### src/rtl/mc_pkg.sv
// Shared definitions for the multicycle MIPS main controller.
// Optional feature macro: MC_IMM_LOGIC_EN (andi/ori via the IMMEX state).
package mc_pkg;

    localparam logic [5:0] OP_RTYPE = 6'b000000;
    localparam logic [5:0] OP_J     = 6'b000010;
    localparam logic [5:0] OP_BEQ   = 6'b000100;
    localparam logic [5:0] OP_ADDI  = 6'b001000;
    localparam logic [5:0] OP_ANDI  = 6'b001100;
    localparam logic [5:0] OP_ORI   = 6'b001101;
    localparam logic [5:0] OP_LW    = 6'b100011;
    localparam logic [5:0] OP_SW    = 6'b101011;

    localparam int STATE_W = 4;

    typedef enum logic [STATE_W-1:0] {
        S_FETCH, S_DECODE, S_MEMADR, S_MEMRD, S_MEMWB, S_MEMWR,
        S_RTEXEC, S_RTWB, S_BEQEX, S_ADDIEX, S_ITWB, S_JEX, S_IMMEX
    } state_t;

    localparam logic [1:0] ALUB_REG   = 2'b00;
    localparam logic [1:0] ALUB_FOUR  = 2'b01;
    localparam logic [1:0] ALUB_IMM   = 2'b10;
    localparam logic [1:0] ALUB_IMMSH = 2'b11;

    localparam logic [1:0] PCSRC_ALU    = 2'b00;
    localparam logic [1:0] PCSRC_ALUOUT = 2'b01;
    localparam logic [1:0] PCSRC_JUMP   = 2'b10;

    localparam logic [1:0] ALUOP_ADD   = 2'b00;
    localparam logic [1:0] ALUOP_SUB   = 2'b01;
    localparam logic [1:0] ALUOP_FUNCT = 2'b10;
    localparam logic [1:0] ALUOP_LOGIC = 2'b11;

    typedef struct packed {
        logic       mem_req;
        logic       wemem;
        logic       iord;
        logic       irwrite;
        logic       pcwrite;
        logic       branch;
        logic [1:0] pcsrc;
        logic       werf;
        logic       rfwasrc;
        logic       mem_to_rf;
        logic       alusrca;
        logic [1:0] alusrcb;
        logic [1:0] aluop;
    } ctrl_t;

    // States whose exit back to FETCH completes an instruction
    function automatic logic is_terminal(input state_t s);
        return (s == S_MEMWB) || (s == S_MEMWR) || (s == S_RTWB) ||
               (s == S_BEQEX) || (s == S_ITWB)  || (s == S_JEX);
    endfunction

endpackage

### src/rtl/mc_if.sv
// Controller <-> datapath bundle: opcode/memory handshake in, control out.
interface mc_if #(parameter int CNT_W = 32) ();
    logic [5:0]       opcode;
    logic             mem_ready;
    logic             mem_req;
    logic             wemem;
    logic             iord;
    logic             irwrite;
    logic             pcwrite;
    logic             branch;
    logic [1:0]       pcsrc;
    logic             werf;
    logic             rfwasrc;
    logic             memToRf;
    logic             alusrca;
    logic [1:0]       alusrcb;
    logic [1:0]       aluop;
    logic             illegal;
    logic [CNT_W-1:0] retired;

    modport master (
        input  opcode, mem_ready,
        output mem_req, wemem, iord, irwrite, pcwrite, branch, pcsrc,
               werf, rfwasrc, memToRf, alusrca, alusrcb, aluop, illegal, retired
    );

    modport slave (
        output opcode, mem_ready,
        input  mem_req, wemem, iord, irwrite, pcwrite, branch, pcsrc,
               werf, rfwasrc, memToRf, alusrca, alusrcb, aluop, illegal, retired
    );
endinterface

### src/rtl/mc_out_decode.sv
// State-to-control mapping for the multicycle controller (pure combinational).
// Optional feature macro: MC_IMM_LOGIC_EN (adds the IMMEX row).
module mc_out_decode
    import mc_pkg::*;
(
    input  state_t state,
    input  logic   mem_rdy,
    output ctrl_t  ctrl
);

    // Moore control word per state; FETCH only commits PC/IR on the ready cycle
    always_comb begin
        ctrl = '0;
        case (state)
            S_FETCH: begin
                ctrl.mem_req = 1'b1;
                ctrl.alusrcb = ALUB_FOUR;
                ctrl.irwrite = mem_rdy;
                ctrl.pcwrite = mem_rdy;
            end
            S_DECODE:  ctrl.alusrcb = ALUB_IMMSH;
            S_MEMADR: begin
                ctrl.alusrca = 1'b1;
                ctrl.alusrcb = ALUB_IMM;
            end
            S_MEMRD: begin
                ctrl.mem_req = 1'b1;
                ctrl.iord    = 1'b1;
            end
            S_MEMWB: begin
                ctrl.werf      = 1'b1;
                ctrl.mem_to_rf = 1'b1;
            end
            S_MEMWR: begin
                ctrl.mem_req = 1'b1;
                ctrl.iord    = 1'b1;
                ctrl.wemem   = 1'b1;
            end
            S_RTEXEC: begin
                ctrl.alusrca = 1'b1;
                ctrl.aluop   = ALUOP_FUNCT;
            end
            S_RTWB: begin
                ctrl.werf    = 1'b1;
                ctrl.rfwasrc = 1'b1;
            end
            S_BEQEX: begin
                ctrl.alusrca = 1'b1;
                ctrl.aluop   = ALUOP_SUB;
                ctrl.branch  = 1'b1;
                ctrl.pcsrc   = PCSRC_ALUOUT;
            end
            S_ADDIEX: begin
                ctrl.alusrca = 1'b1;
                ctrl.alusrcb = ALUB_IMM;
            end
            S_ITWB:    ctrl.werf = 1'b1;
            S_JEX: begin
                ctrl.pcwrite = 1'b1;
                ctrl.pcsrc   = PCSRC_JUMP;
            end
`ifdef MC_IMM_LOGIC_EN
            S_IMMEX: begin
                ctrl.alusrca = 1'b1;
                ctrl.alusrcb = ALUB_IMM;
                ctrl.aluop   = ALUOP_LOGIC;
            end
`endif
            default:   ctrl = '0;
        endcase
    end

endmodule

### src/rtl/mc_main_controller.sv
// Multicycle MIPS main controller: FSM, illegal-opcode pulse, retired counter.
// Optional feature macro: MC_IMM_LOGIC_EN (andi/ori decoded to IMMEX).
module mc_main_controller
    import mc_pkg::*;
#(
    parameter bit MEM_HS = 1'b1,
    parameter int CNT_W  = 32
) (
    input  logic clk,
    input  logic rst_n,
    mc_if.master bus
);

    localparam logic [CNT_W-1:0] CNT_ONE = 1;

    state_t           state_q, state_n;
    logic             mem_rdy;
    logic             illegal_d;
    logic [CNT_W-1:0] cnt_q;
    ctrl_t            ctrl;

    // Without a handshake the memory always completes in one cycle
    assign mem_rdy = MEM_HS ? bus.mem_ready : 1'b1;

    // State register
    always_ff @(posedge clk or negedge rst_n) begin
        if (!rst_n) state_q <= S_FETCH;
        else        state_q <= state_n;
    end

    // Next-state selection; opcode is only looked at in DECODE and MEMADR
    always_comb begin
        state_n   = S_FETCH;
        illegal_d = 1'b0;
        case (state_q)
            S_FETCH:  state_n = mem_rdy ? S_DECODE : S_FETCH;
            S_DECODE: begin
                case (bus.opcode)
                    OP_LW, OP_SW: state_n = S_MEMADR;
                    OP_RTYPE:     state_n = S_RTEXEC;
                    OP_BEQ:       state_n = S_BEQEX;
                    OP_ADDI:      state_n = S_ADDIEX;
                    OP_J:         state_n = S_JEX;
`ifdef MC_IMM_LOGIC_EN
                    OP_ANDI, OP_ORI: state_n = S_IMMEX;
`endif
                    default: begin
                        state_n   = S_FETCH;
                        illegal_d = 1'b1;
                    end
                endcase
            end
            S_MEMADR: state_n = (bus.opcode == OP_SW) ? S_MEMWR : S_MEMRD;
            S_MEMRD:  state_n = mem_rdy ? S_MEMWB : S_MEMRD;
            S_MEMWR:  state_n = mem_rdy ? S_FETCH : S_MEMWR;
            S_RTEXEC: state_n = S_RTWB;
            S_ADDIEX: state_n = S_ITWB;
`ifdef MC_IMM_LOGIC_EN
            S_IMMEX:  state_n = S_ITWB;
`endif
            default:  state_n = S_FETCH;
        endcase
    end

    // Control outputs decoded from the current state
    mc_out_decode u_dec (
        .state   (state_q),
        .mem_rdy (mem_rdy),
        .ctrl    (ctrl)
    );

    // Retired counter: bump on each completed instruction, free-running wrap
    always_ff @(posedge clk or negedge rst_n) begin
        if (!rst_n)                                        cnt_q <= '0;
        else if (is_terminal(state_q) && state_n == S_FETCH) cnt_q <= cnt_q + CNT_ONE;
    end

    assign bus.mem_req = ctrl.mem_req;
    assign bus.wemem   = ctrl.wemem;
    assign bus.iord    = ctrl.iord;
    assign bus.irwrite = ctrl.irwrite;
    assign bus.pcwrite = ctrl.pcwrite;
    assign bus.branch  = ctrl.branch;
    assign bus.pcsrc   = ctrl.pcsrc;
    assign bus.werf    = ctrl.werf;
    assign bus.rfwasrc = ctrl.rfwasrc;
    assign bus.memToRf = ctrl.mem_to_rf;
    assign bus.alusrca = ctrl.alusrca;
    assign bus.alusrcb = ctrl.alusrcb;
    assign bus.aluop   = ctrl.aluop;
    assign bus.illegal = illegal_d;
    assign bus.retired = cnt_q;

endmodule

### src/flat_wrapper.sv
// flat-port wrapper written by rule: the top's interface ports become plain ports
module mc_main_controller_flat import mc_pkg::*;
#(
    parameter bit MEM_HS = 1'b1,
    parameter int CNT_W  = 32
)
  (clk, rst_n, bus_opcode, bus_mem_ready, bus_mem_req, bus_wemem, bus_iord, bus_irwrite, bus_pcwrite, bus_branch, bus_pcsrc, bus_werf, bus_rfwasrc, bus_memToRf, bus_alusrca, bus_alusrcb, bus_aluop, bus_illegal, bus_retired);
  mc_if #(.CNT_W(CNT_W)) bus_i ();
  input  logic clk;
  input  logic rst_n;
  input wire logic [$bits(bus_i.opcode)-1:0] bus_opcode;
  input wire logic [$bits(bus_i.mem_ready)-1:0] bus_mem_ready;
  output wire logic [$bits(bus_i.mem_req)-1:0] bus_mem_req;
  output wire logic [$bits(bus_i.wemem)-1:0] bus_wemem;
  output wire logic [$bits(bus_i.iord)-1:0] bus_iord;
  output wire logic [$bits(bus_i.irwrite)-1:0] bus_irwrite;
  output wire logic [$bits(bus_i.pcwrite)-1:0] bus_pcwrite;
  output wire logic [$bits(bus_i.branch)-1:0] bus_branch;
  output wire logic [$bits(bus_i.pcsrc)-1:0] bus_pcsrc;
  output wire logic [$bits(bus_i.werf)-1:0] bus_werf;
  output wire logic [$bits(bus_i.rfwasrc)-1:0] bus_rfwasrc;
  output wire logic [$bits(bus_i.memToRf)-1:0] bus_memToRf;
  output wire logic [$bits(bus_i.alusrca)-1:0] bus_alusrca;
  output wire logic [$bits(bus_i.alusrcb)-1:0] bus_alusrcb;
  output wire logic [$bits(bus_i.aluop)-1:0] bus_aluop;
  output wire logic [$bits(bus_i.illegal)-1:0] bus_illegal;
  output wire logic [$bits(bus_i.retired)-1:0] bus_retired;
  assign bus_i.opcode = bus_opcode;
  assign bus_i.mem_ready = bus_mem_ready;
  assign bus_mem_req = bus_i.mem_req;
  assign bus_wemem = bus_i.wemem;
  assign bus_iord = bus_i.iord;
  assign bus_irwrite = bus_i.irwrite;
  assign bus_pcwrite = bus_i.pcwrite;
  assign bus_branch = bus_i.branch;
  assign bus_pcsrc = bus_i.pcsrc;
  assign bus_werf = bus_i.werf;
  assign bus_rfwasrc = bus_i.rfwasrc;
  assign bus_memToRf = bus_i.memToRf;
  assign bus_alusrca = bus_i.alusrca;
  assign bus_alusrcb = bus_i.alusrcb;
  assign bus_aluop = bus_i.aluop;
  assign bus_illegal = bus_i.illegal;
  assign bus_retired = bus_i.retired;
  mc_main_controller #(.MEM_HS(MEM_HS), .CNT_W(CNT_W)) u_core (.clk(clk), .rst_n(rst_n), .bus(bus_i));
endmodule
### config.mk
export PLATFORM = sky130hd
export DESIGN_NAME = mc_main_controller_flat
export DESIGN_NICKNAME = d
export VERILOG_FILES = /design/src/rtl/mc_pkg.sv /design/src/rtl/mc_if.sv /design/src/rtl/mc_out_decode.sv /design/src/rtl/mc_main_controller.sv /design/src/flat_wrapper.sv
export SDC_FILE = /design/constraint.sdc
export NUM_CORES = 1
export LEC_CHECK = 0
export BUFFER_PORTS_ARGS = -buffer_cell sky130_fd_sc_hd__buf_2
export CAP_MARGIN = 0
export CELL_PAD_IN_SITES_DETAIL_PLACEMENT = 0
export CELL_PAD_IN_SITES_GLOBAL_PLACEMENT = 1
export CORE_AREA = 10 10 85 87
export DETAILED_ROUTE_END_ITERATION = 16
export DIE_AREA = 0 0 95 97
export GPL_ROUTABILITY_DRIVEN = 0
export PLACE_DENSITY = 0.82
export SYNTH_ARGS = -nofsm -noshare
export SYNTH_HDL_FRONTEND = slang
export SYNTH_HIERARCHICAL = 1
export SYNTH_SLANG_ARGS = --single-unit
### constraint.sdc
create_clock -name clk -period 2.3 [get_ports clk]
set_input_delay 0 -clock clk [delete_from_list [all_inputs] [get_ports clk]]
set_output_delay 0 -clock clk [all_outputs]
set_load 0.01 [all_outputs]
======== Word level (Yosys, flattened, before mapping) ========
Cells that the tools add are included.
cells by class
  muxes and demuxes ....................... 21
  reduce and logical (&&, ||, !) cells .... 16
  add/subtract/negate cells ............... 1
  eq/ne operators ......................... 16
operator list
  kind                                                                    count
  32-bit by 1-bit adder with 32-bit output (second input constant)        1
  4-bit one-hot mux with 7 select lines                                   1
  4-bit one-hot mux with 5 select lines                                   1
  4-bit by 3-bit equality test with 1-bit output (second input constant)  4
  4-bit equality test (second input constant)                             4
  6-bit equality test (second input constant)                             2
  1-bit two-way mux                                                       12
  3-bit two-way mux                                                       3
  4-bit by 2-bit equality test with 1-bit output (second input constant)  2
  4-bit logical NOT                                                       2
  2-bit one-hot mux with 2 select lines                                   2
  6-bit by 2-bit equality test with 1-bit output (second input constant)  1
  6-bit by 3-bit equality test with 1-bit output (second input constant)  1
  6-bit by 4-bit equality test with 1-bit output (second input constant)  1
  6-bit logical NOT                                                       1
  2-bit one-hot mux with 3 select lines                                   1
  2-bit OR reduction                                                      3
  3-bit OR reduction                                                      2
  6-bit OR reduction                                                      1
  1-bit logical OR                                                        5
  4-bit by 1-bit equality test with 1-bit output (second input constant)  1
  4-bit OR reduction                                                      1
  1-bit one-hot mux with 2 select lines                                   1
  1-bit logical AND                                                       1
word-level totals
  input port bits ......................... 9
  output and inout bits ................... 49
  bits in registers ....................... 36

======== Longest topological paths before layout ========
Gate-level depths: netlist (run 1).
  depth after elaboration ................. 7
  depth in mapped cells ................... 7

======== Hierarchy ========
The synthesis (run 1) kept the hierarchy.
modules (own cells, without submodules)
  module              sequential area each (um2)  times used  area an instance (um2)  cells each
  mc_main_controller  900.9                       1           1864.3                  177
  mc_out_decode       0.0                         1           221.5                   36

======== Least setup slack after synthesis (run 1) ========
OpenSTA, ideal clock, no wires.
  kind .................................... register to register
  from .................................... register u_core.cnt_q[0] (netlist: u_core/bus.retired[0])
  to ...................................... register u_core.cnt_q[20] (netlist: u_core/bus.retired[20])
  arrival time ............................ 1.952 ns
  slack ................................... 0.220 ns
  cell stages (with the launch flop) ...... 7
  clock period less this slack ............ 2.080 ns
  required time ........................... 2.172 ns
  path buffers ............................ 0
  path through ............................ dfrtp_1 -> ha_1 -> nand2_1 -> or3_1 -> or4_4 -> or3_4 -> xnor2_2
on the way
  longest elaborated chain between the ends .. 1
ends and longest elaborated chain
  what                                      RTL line                  RTL
  start: declaration                        mc_main_controller.sv:19  logic [CNT_W-1:0] cnt_q;
  start signal: assignment                  mc_main_controller.sv:75  else if (is_terminal(state_q) && state_n == S_FETCH) cnt_q <= cnt_q + CNT_ONE;
  32-bit by 1-bit adder with 32-bit output  mc_main_controller.sv:75
Every way passes these cells.
A chain may end at the register's enable or synchronous reset.

======== Worst setup path after layout (run 1) ========
Ends and elaborated chain as after synthesis.

==> results of run 1 <==
[logic make-up (layout without fill, tap and decap cells)]
group | after synthesis | in the layout | synth area share, %
simple gates | 107 | 107 | 31.1
buf+inv | 15 | 77 | 3.66
mux | 2 | 2 | 1.08
compound gates | 19 | 19 | 6.12
flops | 36 | 36 | 43.2
fa+ha+maj | 1 | 1 | 0.600
xor+xnor | 33 | 33 | 14.2
[worst max-delay path: stages (launching register included)]
cell     delay (ps)
dfrtp_1         400
ha_1            180
nand2_1         100
or3_1           380
or4_4           440
or3_4           350
xnor2_2         130
[cells in the mapped netlist, types with 2 or more instances]
master	instances	area [µm²]
buf_2	7	35.0
nor2_1	17	63.8
buf_4	3	22.5
nand4_1	12	75.1
nor4_1	5	31.3
nand2b_1	8	50.1
o31ai_1	2	15.0
and3_1	4	25.0
nand2_1	9	33.8
or4_1	2	15.0
mux2_2	2	22.5
inv_1	4	15.0
nor3_1	8	40.0
a211oi_1	2	15.0
nor3_2	4	40.0
a21oi_2	2	17.5
and4_1	3	26.3
nand3_1	14	70.1
or4b_1	2	20.0
dfrtp_1	36	901
a21oi_1	2	10.0
and2_1	3	18.8
o21ai_0	6	30.0
nor3b_1	3	22.5
xor2_1	15	131
xnor2_1	17	149
[report_power, final]
group	total, mW	switching, mW	internal (mW)
registers	0.741	0.0548	0.686
logic	0.697	0.396	0.301
clock network	0.476	0.210	0.266
[stage by stage]
step	hold slack (ps)	total power [mW]	setup WS [ps]	std cells
after floorplan	-296	1.20	220	213
after global routing	116	2.06	96.8	347
after global placement	131	1.45	241	339
after detailed placement	129	1.45	207	339
after CTS	90.1	1.94	197	347
final	92.0	1.91	202	347
[metal layers]
metal  share of wire, %  up-vias  track usage [%]
met3                7.6        8             3.47
li1                   -      891                -
met5                  0        -                0
met4                1.8        0             4.81
met2                 44       48             16.5
met1                 46      827             13.8
[final timing paths]
path	start	endpoint	slack, ps	depth (start not counted)
hold / removal	bus_opcode[4]	u_core/state_q[3]	90	4
hold reg to reg	u_core/bus.retired[31]	u_core/bus.retired[31]	470	1
setup reg to reg	u_core/bus.retired[0]	u_core/bus.retired[20]	200	6
setup / recovery	u_core/bus.retired[0]	u_core/bus.retired[20]	200	6
max in group asynchronous	rst_n	u_core/state_q[1]	1460	2
min in group asynchronous	rst_n	u_core/bus.retired[27]	330	2
[registers in the layout, summed over array words and instances (netlist names)]
name and count:
u_core/bus.retired 32, u_core/state_q 4
[cells in the final DEF (no fill, tap or decap), types with 9 or more instances in the layout]
cell type	Yosys	routed
xnor2_1	17	17
dfrtp_1	36	36
nand4_1	12	12
xor2_1	15	15
buf_2	7	57
nor2_1	17	17
nand2_1	9	9
nand3_1	14	14
[final cells by class]
type / count / area share, %
Multi-Input combinational cell: 162 / 43.2
Timing Repair Buffer: 66 / 13.8
Inverter: 4 / 0.585
Sequential cell: 36 / 35.1
Clock buffer: 7 / 3.75
Tap cell: 72 / 3.51
==> results.md, run 1 <==
* Status: finished clean
* Slew @ Worst Pin at 781 ps
* Util after Layout at 46.9%
* Share of cells above drive strength 1 at 32.0%
* Post-Syn Instances at 213
* DRT iter0 DRCs at 108
* Clk Latency, worst-skew pair at 290 ps
* First-pass GRT wire length at 8360 µm
* Clock sink count at 36
* Total track usage at 10.9%
* Final instance area at 0.00257 mm²
* Seq cells post-synth at 36
* CP Class: reg -> reg
* Cts repair resizes at 0
* Post-DP Area at 0.00246 mm²
* Via count at 1774
* Die ar. at 0.00922 mm²
* Final period utilization at 91.2%
* RSZ-0062 raised after global routing: false
* CP required at 2470 ps
* Post-route minimum period at 2100 ps
* Vias in the first global route at 1720
* LEAKAGE at 1.28 nW
* Setup crit start kind: register
* Final setup viols at 0
* EDFF count, synth at 0
* CTS tree: yes
* Pwr dens at 746 mW/mm²
* Syn nets at 223
* Rows at 27
* Hold Path Class: in -> reg
* Seq/Total Area, Yosys at 43.2%
* Layout filler cell count at 545
* Starting Density at 38.1%
* Final slew viol count at 0
* CTS buffer count at 5
* Diode count at 0
* H-Tree Level Count at 2
* Register area at 901 µm²
* Core area at 0.00547 mm²
* Setup TNS at 0 ps
* Slew margin rel. at 47.9%
* Clock buffer depth at 2
* P&R area growth vs syn at 23.0%
* GRT overflow at 0
* Post-Synthesis Cell Area at 0.00209 mm²
* Maxcap violations at 0
* Clk_skew at 9.24 ps
* Maximum vdd drop at 0.000447 V
* Syn_area_per_cell at 9.79 µm²
* Nets at 285
* Initial antenna violation count at 0
* Synth Flop Type: dfrtp_1
* DP HPWL at 3670 µm
* Setup crit end kind: register
* Pin count of the biggest net entering global routing at 37
* Clk root buf: clkbuf_8
* Port Buf Inserts at 57
* CTS Hold Bufs at 1
* I/O pin count at 58
* F_max at 477 MHz
* Synth warn at 6
* Multi-input logic area at 0.00111 mm²
* DR WL/cell at 14.2 µm
* Synth unique cells at 47
* Max FO, Critical Path at 4
* Postcts setup bufs at 0
* Die Span Y at 97 µm
* Vias/cell at 5.11
* Async SR Flop Fraction at 100%
* Drt pass-1 iters at 4
* Clock slew at reported path FFs at 70 ps
* Chip width at 95 µm
* CP arrival at 2270 ps
* DRC at 0
* Total wire length at 4910 µm
* Final Hold Vio Count at 0
* Post-DRT Antenna Nets at 0
Note: power is estimated with default switching activity, not from simulation.
==> run 2: changes to the inputs <==
PLACE_DENSITY = 0.84   (was 0.82)
clock period = 2.35 ns   (was 2.3 ns; I/O delays follow)
==> run 2 against run 1 <==
Effect of this change:
- flip-flop and latch count is the same
- clock-buffer cell count unchanged
- cell area grew 0.88%
- global-route usage fell by 0.32 points
- sequential power decreased by 2%
- hold slack about the same
- non-clock buffer count shrank 1
- combinational power is 4.0% lower
- register-to-register slack improved by 40 ps
- core utilization increased by 0.41 points
- die area is the same
- sequential share of layout area shrank 0.31 points
- largest power group unchanged
==> results.md, run 2 (synthesis gave the netlist of run 1 again) <==
* DP HPWL at 3690 µm
* Vias in the first global route at 1720
* Final Hold Vio Count at 0
* Non-filler cells, final at 347
* Slew margin rel. at 48.9%
* P&R area growth vs syn at 24.1%
* CTS tree: yes
* DR WL/cell at 14.1 µm
* Status: finished clean
* Hold wc startpoint: bus_opcode[5]
* Placement Setup Slack at 243 ps
* CP Class: reg -> reg
* Nets at 284
* Post-route minimum period at 2110 ps
* Hold Path Class: in -> reg
* Post-DRT Antenna Nets at 0
* GRT overflow at 0
* Worst hold path endpoint: u_core/state_q[0]
* Cts repair resizes at 0
* Maxcap violations at 0
* Setup crit end kind: register
* Clock slew at reported path FFs at 70 ps
* Final slew viol count at 0
* Die Span Y at 97 µm
* Initial antenna violation count at 0
* Die ar. at 0.00922 mm²
* Hold depth at 4
* First-pass GRT wire length at 8160 µm
* Port Buf Inserts at 57
* Maximum vdd drop at 0.000475 V
* Setup TNS at 0 ps
* Chip width at 95 µm
* Clk root buf: clkbuf_8
* Most frequent cells in the layout: buf_2 (57), dfrtp_1 (36), nor2_1 (17), xnor2_1 (17), xor2_1 (15)
* Rows at 27
* Diode count at 0
* Post-DP Area at 0.00245 mm²
* Final period utilization at 89.8%
* DRC at 0
* Design Power at 1.98 mW
* Starting Density at 38.1%
* Final instance area at 0.00259 mm²
* Cells after DPL at 338
* DRT iter0 DRCs at 50
* Total track usage at 10.6%
* F_max at 474 MHz
* Final setup viols at 0
* Via count at 1759
* CTS buffer count at 5
* Core area at 0.00547 mm²
* CP arrival at 2280 ps
* Vias/cell at 5.07
* CP required at 2520 ps
* Most common cell after layout, fill and taps aside: buf_2
* H-Tree Level Count at 2
* Final Hold Slack at 91.8 ps
* I/O pin count at 58
* Total wire length at 4880 µm
* Pwr dens at 766 mW/mm²
* Max FFs per register at 32
* Setup crit start kind: register
* Postcts setup bufs at 0
* RSZ-0062 raised after global routing: false
* Pin count of the biggest net entering global routing at 37
* Clk_skew at 4.54 ps
* Setup ws final at 239 ps
* Max FO, Critical Path at 4
* LEAKAGE at 1.29 nW
* Util after Layout at 47.3%
* Clock buffer depth at 2
* Reg2reg end: u_core/bus.retired[20]
* Clk Latency, worst-skew pair at 280 ps
* Drt pass-1 iters at 4
* R2r startpoint: u_core/bus.retired[0]
* Slew @ Worst Pin at 766 ps
* Share of cells above drive strength 1 at 32.0%
* Clock sink count at 36
* FF-to-FF path depth at 6
* R2R Setup Slk at 240 ps
==> run 2: routing by layer <==
layer / part of all wire [%] / vias to the layer above / track usage, %
met4: 1.3 / 0 / 4.12
met1: 45 / 814 / 13.6
met5: 0 / - / 0
met2: 45 / 51 / 15.8
met3: 8.0 / 5 / 3.62
li1: - / 889 / -
==> run 2: cell type report <==
type / instances / area (µm²)
well taps: 72 / 90.1
inverters: 4 / 15.0
flip-flops and latches: 36 / 901
fillers: 537 / 2880
clock inverters: 1 / 30.0
clock buffers: 7 / 96.3
repair buffers: 65 / 348
multi-input cells: 162 / 1110
==> run 2: critical path, cell delays in order (launching register included) <==
cell     delay, ps
dfrtp_1        410
ha_1           180
nand2_1        100
or3_1          380
or4_4          440
or3_4          350
xnor2_2        130
==> run 2: worst max-delay path by stage <==
stage,cells after the start,end,slack [ps],startpoint
after floorplan,6,u_core/bus.retired[20],270,u_core/bus.retired[0]
after global placement,6,u_core/bus.retired[20],300,u_core/bus.retired[0]
after detailed placement,6,u_core/bus.retired[20],240,u_core/bus.retired[0]
after CTS,6,u_core/bus.retired[20],230,u_core/bus.retired[0]
after global routing,6,u_core/bus.retired[20],130,u_core/bus.retired[0]
final,6,u_core/bus.retired[20],240,u_core/bus.retired[0]
==> run 2: timing repair <==
action | 4_1_cts | 5_1_grt
hold buffers | 1 | 0
setup endpoints to repair | 0 | 0
endpoints found under the hold margin | 36 | 0
==> run 2: report_power, final <==
group          internal (mW)  switching [mW]  leakage [nW]  total [mW]
Combinational          0.283           0.386         0.726       0.669
Clock                  0.374           0.213        0.0645       0.588
Sequential             0.671          0.0558         0.496       0.727
Total                   1.33           0.655          1.29        1.98
==> run 3: changes to the inputs <==
ABC_AREA = 1   (was default)
CORE_AREA = 10 10 97 99   (was 10 10 85 87)
DIE_AREA = 0 0 107 109   (was 0 0 95 97)
PLACE_DENSITY = 0.86   (was 0.84)
==> run 3 against run 2 <==
Effect of this change:
- die area increased by 27%
- core utilization decreased by 4.5 points
- first-iteration DRC count increased to 2.6 times the previous value
- non-clock buffer count decreased by 5
- global-route usage increased by 2.3 points
- synthesized area increased by 32%
- critical path type unchanged
- largest power group is now combinational cells
==> results.md, run 3 <==
* Status: finished clean
* Syn_area_per_cell at 6.21 µm²
* Via count at 2767
* Adder-Cell Fraction of Synth Area at 0.453%
* Total wire length at 7450 µm
* Syn nets at 455
* Worst Path Buf+Inv at 1
* RSZ-0062 raised after global routing: false
* Reg2reg end: u_core/bus.retired[26]
* Max FO, Critical Path at 23
* Pin count of the biggest net entering global routing at 37
* XOR/XNOR share of the synthesized area at 4.76%
* Clk Latency, worst-skew pair at 300 ps
* Hold depth at 5
* CP required at 2580 ps
* Clock sink count at 36
* R2R Setup Slk at 270 ps
* Starting Density at 36.7%
* Vias/cell at 4.57
* Chip width at 107 µm
* Largest family of logic cells by synthesized area: simple AND/OR/NAND/NOR gates
* Post-DRT Antenna Nets at 0
* Clk_skew at 7.99 ps
* Synth Area in Compound Gates at 1.13%
* Multi-input logic area at 0.00166 mm²
* Share of cells above drive strength 1 at 19.7%
* Core area at 0.00753 mm²
* FF-to-FF path depth at 6
* Most frequent cells in the layout: nand2_1 (215), nor2_1 (65), buf_2 (57)
* Seq pwr share at 36.4%
* Port Buf Inserts at 57
* Slowest cell on crit path: dfrtp_1
* Final setup viols at 0
* Hold wc startpoint: bus_opcode[2]
* Layout filler cell count at 862
* Post-Syn Instances at 445
* DP HPWL at 5870 µm
* CTS buffer count at 5
* Clk root buf: clkbuf_8
* Clock slew at reported path FFs at 70 ps
* Top delay family on crit path: simple AND/OR/NAND/NOR gates
* DRT iter0 DRCs at 128
* Yosys top cell by area: dfrtp_1
* Pwr dens at 633 mW/mm²
* H-Tree Level Count at 2
* Post-DP Area at 0.00310 mm²
* EDFF count, synth at 0
* Slew @ Worst Pin at 823 ps
* Worst hold path endpoint: u_core/state_q[3]
* Setup crit end kind: register
* Vias in the first global route at 2592
* P&R area growth vs syn at 16.6%
* Post-route minimum period at 2080 ps
* Clk pwr share at 27.2%
* Logic pwr share at 36.4%
* Async SR Flop Fraction at 100%
* Maxcap violations at 0
* DR WL/cell at 12.3 µm
* Die ar. at 0.0117 mm²
* Simple logic cell fraction of the synthesized area at 53.6%
* Diode count at 0
* Drt pass-1 iters at 4
* Setup crit start kind: register
* LEAKAGE at 1.76 nW
* Synth top cells by count: nand2_1 (215), nor2_1 (65), dfrtp_1 (36), nand3_1 (25), inv_1 (24)
* Synth Flop Type: dfrtp_1
* Maximum vdd drop at 0.000234 V
* CTS tree: yes
* Critical-path cell list: nand2_1 -> o21ai_2 -> inv_1 -> nor2_4 -> nand2_1 -> nand2_1
* Post-Synthesis Cell Area at 0.00276 mm²
* DRC at 0
* Sw Share at 39.4%
* Initial antenna violation count at 0
* I/O pin count at 58
* Setup TNS at 0 ps
* P_sw at 0.803 mW
* Final Hold Vio Count at 0
* Max FFs per register at 32
* CP Class: reg -> reg
* Slew margin rel. at 45.2%
* Cts repair resizes at 0
* Final slew viol count at 0
* CP max stage delay at 560 ps
* Mux share of post-synthesis cell area at 0%
* Synth warn at 6
* Most common cell in the netlist: nand2_1
* Util after Layout at 42.8%
* Hold Path Class: in -> reg
* Clock buffer depth at 2
* Share of the synthesized area in the top cell type at 32.6%
* Total track usage at 12.9%
* Seq cells post-synth at 36
* GRT overflow at 0
* Final instance area at 0.00322 mm²
* CP arrival at 2310 ps
* Synth unique cells at 25
* Die Span Y at 109 µm
* Register area at 901 µm²
* Seq/Total Area, Yosys at 32.6%
* Internal at 1.23 mW
* F_max at 482 MHz
* Rows at 32
* R2r startpoint: u_core/state_q[3]
* First-pass GRT wire length at 12400 µm
* Final period utilization at 88.3%
* Nets at 512
* Synth area leaders: dfrtp_1 (33%), nand2_1 (29%), nor2_1 (8.8%)
* Crit path top cell by count: nand2_1
* Most common cell after layout, fill and taps aside: nand2_1
==> run 3: cell count changes after synthesis, moves of 8 or more <==
cell / delta
nand4_1: -11
xnor2_1: -11
nor2_1: +48
inv_1: +20
nand3b_1: +15
nand2_2: +9
nand3_1: +11
nor2_2: +10
nand2b_1: -8
nand2_1: +206
==> run 3: area by class of cell <==
class | instances | area share [%]
sequential | 36 | 28.0
timing repair buffer | 60 | 9.64
inverter | 30 | 3.50
multi-input combinational | 369 | 51.5
tap | 102 | 3.96
clock inverter | 3 | 1.32
clock buffer | 5 | 2.14
==> run 3: worst max path at each step <==
| stage | start | slack (ps) | depth (start not counted) | end |
|---|---|---|---|---|
| 6_report | u_core/state_q[3] | 270 | 6 | u_core/bus.retired[26] |
| 5_1_grt | u_core/state_q[3] | 30 | 6 | u_core/bus.retired[27] |
| 4_1_cts | u_core/state_q[3] | 260 | 6 | u_core/bus.retired[26] |
| 3_5_place_dp | u_core/state_q[3] | 280 | 6 | u_core/bus.retired[26] |
| 3_3_place_gp | u_core/state_q[3] | 350 | 6 | u_core/bus.retired[27] |
| 2_1_floorplan | u_core/bus.retired[0] | 830 | 8 | u_core/bus.retired[16] |
==> run 3: metal layers <==
| metal | wire length [µm] | up-vias | global-route usage (%) |
|---|---|---|---|
| met5 | 0 | - | 0 |
| met4 | 48 | 0 | 2.90 |
| met3 | 555 | 4 | 4.37 |
| met2 | 3510 | 61 | 21.8 |
| met1 | 3340 | 1226 | 15.6 |
| li1 | - | 1476 | - |
==> run 3: logic make-up after synthesis <==
kind of cell,Yosys count
xor gates and xnor gates,15
DFF,36
and+or+nand+nor,348
buffers and inverters,40
AOI/OAI and AO/OA,5
adders and majority gates,1
==> run 3: timing repair <==
| item | CTS | global route |
|---|---|---|
| hold buffers | 1 | 0 |
| setup buffers | 0 | 0 |
| endpoints found under the setup margin | 0 | 0 |
| hold endpoints to repair | 36 | 0 |
==> run 3: worst register-to-register path, delay by kind of cell (launching register included) <==
family | cells | cell delay, ps
AO/OA/AOI/OAI | 1 | 440
AND/OR/NAND/NOR | 4 | 860
flip-flops | 1 | 560
buffers and inverters | 1 | 160
==> run 3: stage by stage <==
stage          power, mW  hold slack [ps]  worst slack (ps)  std cells
2_1_floorplan       1.31             -296               827        445
3_3_place_gp        1.49              141               350        596
3_5_place_dp        1.51              154               280        596
4_1_cts             2.07              127               262        605
5_1_grt             2.20              161              35.0        605
6_report            2.04              134               274        605
==> run 3: power groups by stage <==
stage          registers [mW]  logic (mW)  clock network, mW
3_3_place_gp            0.753       0.739                  0
4_1_cts                 0.743       0.756              0.571
3_5_place_dp            0.755       0.752                  0
2_1_floorplan           0.760       0.548                  0
5_1_grt                 0.755       0.842              0.598
6_report                0.741       0.743              0.554
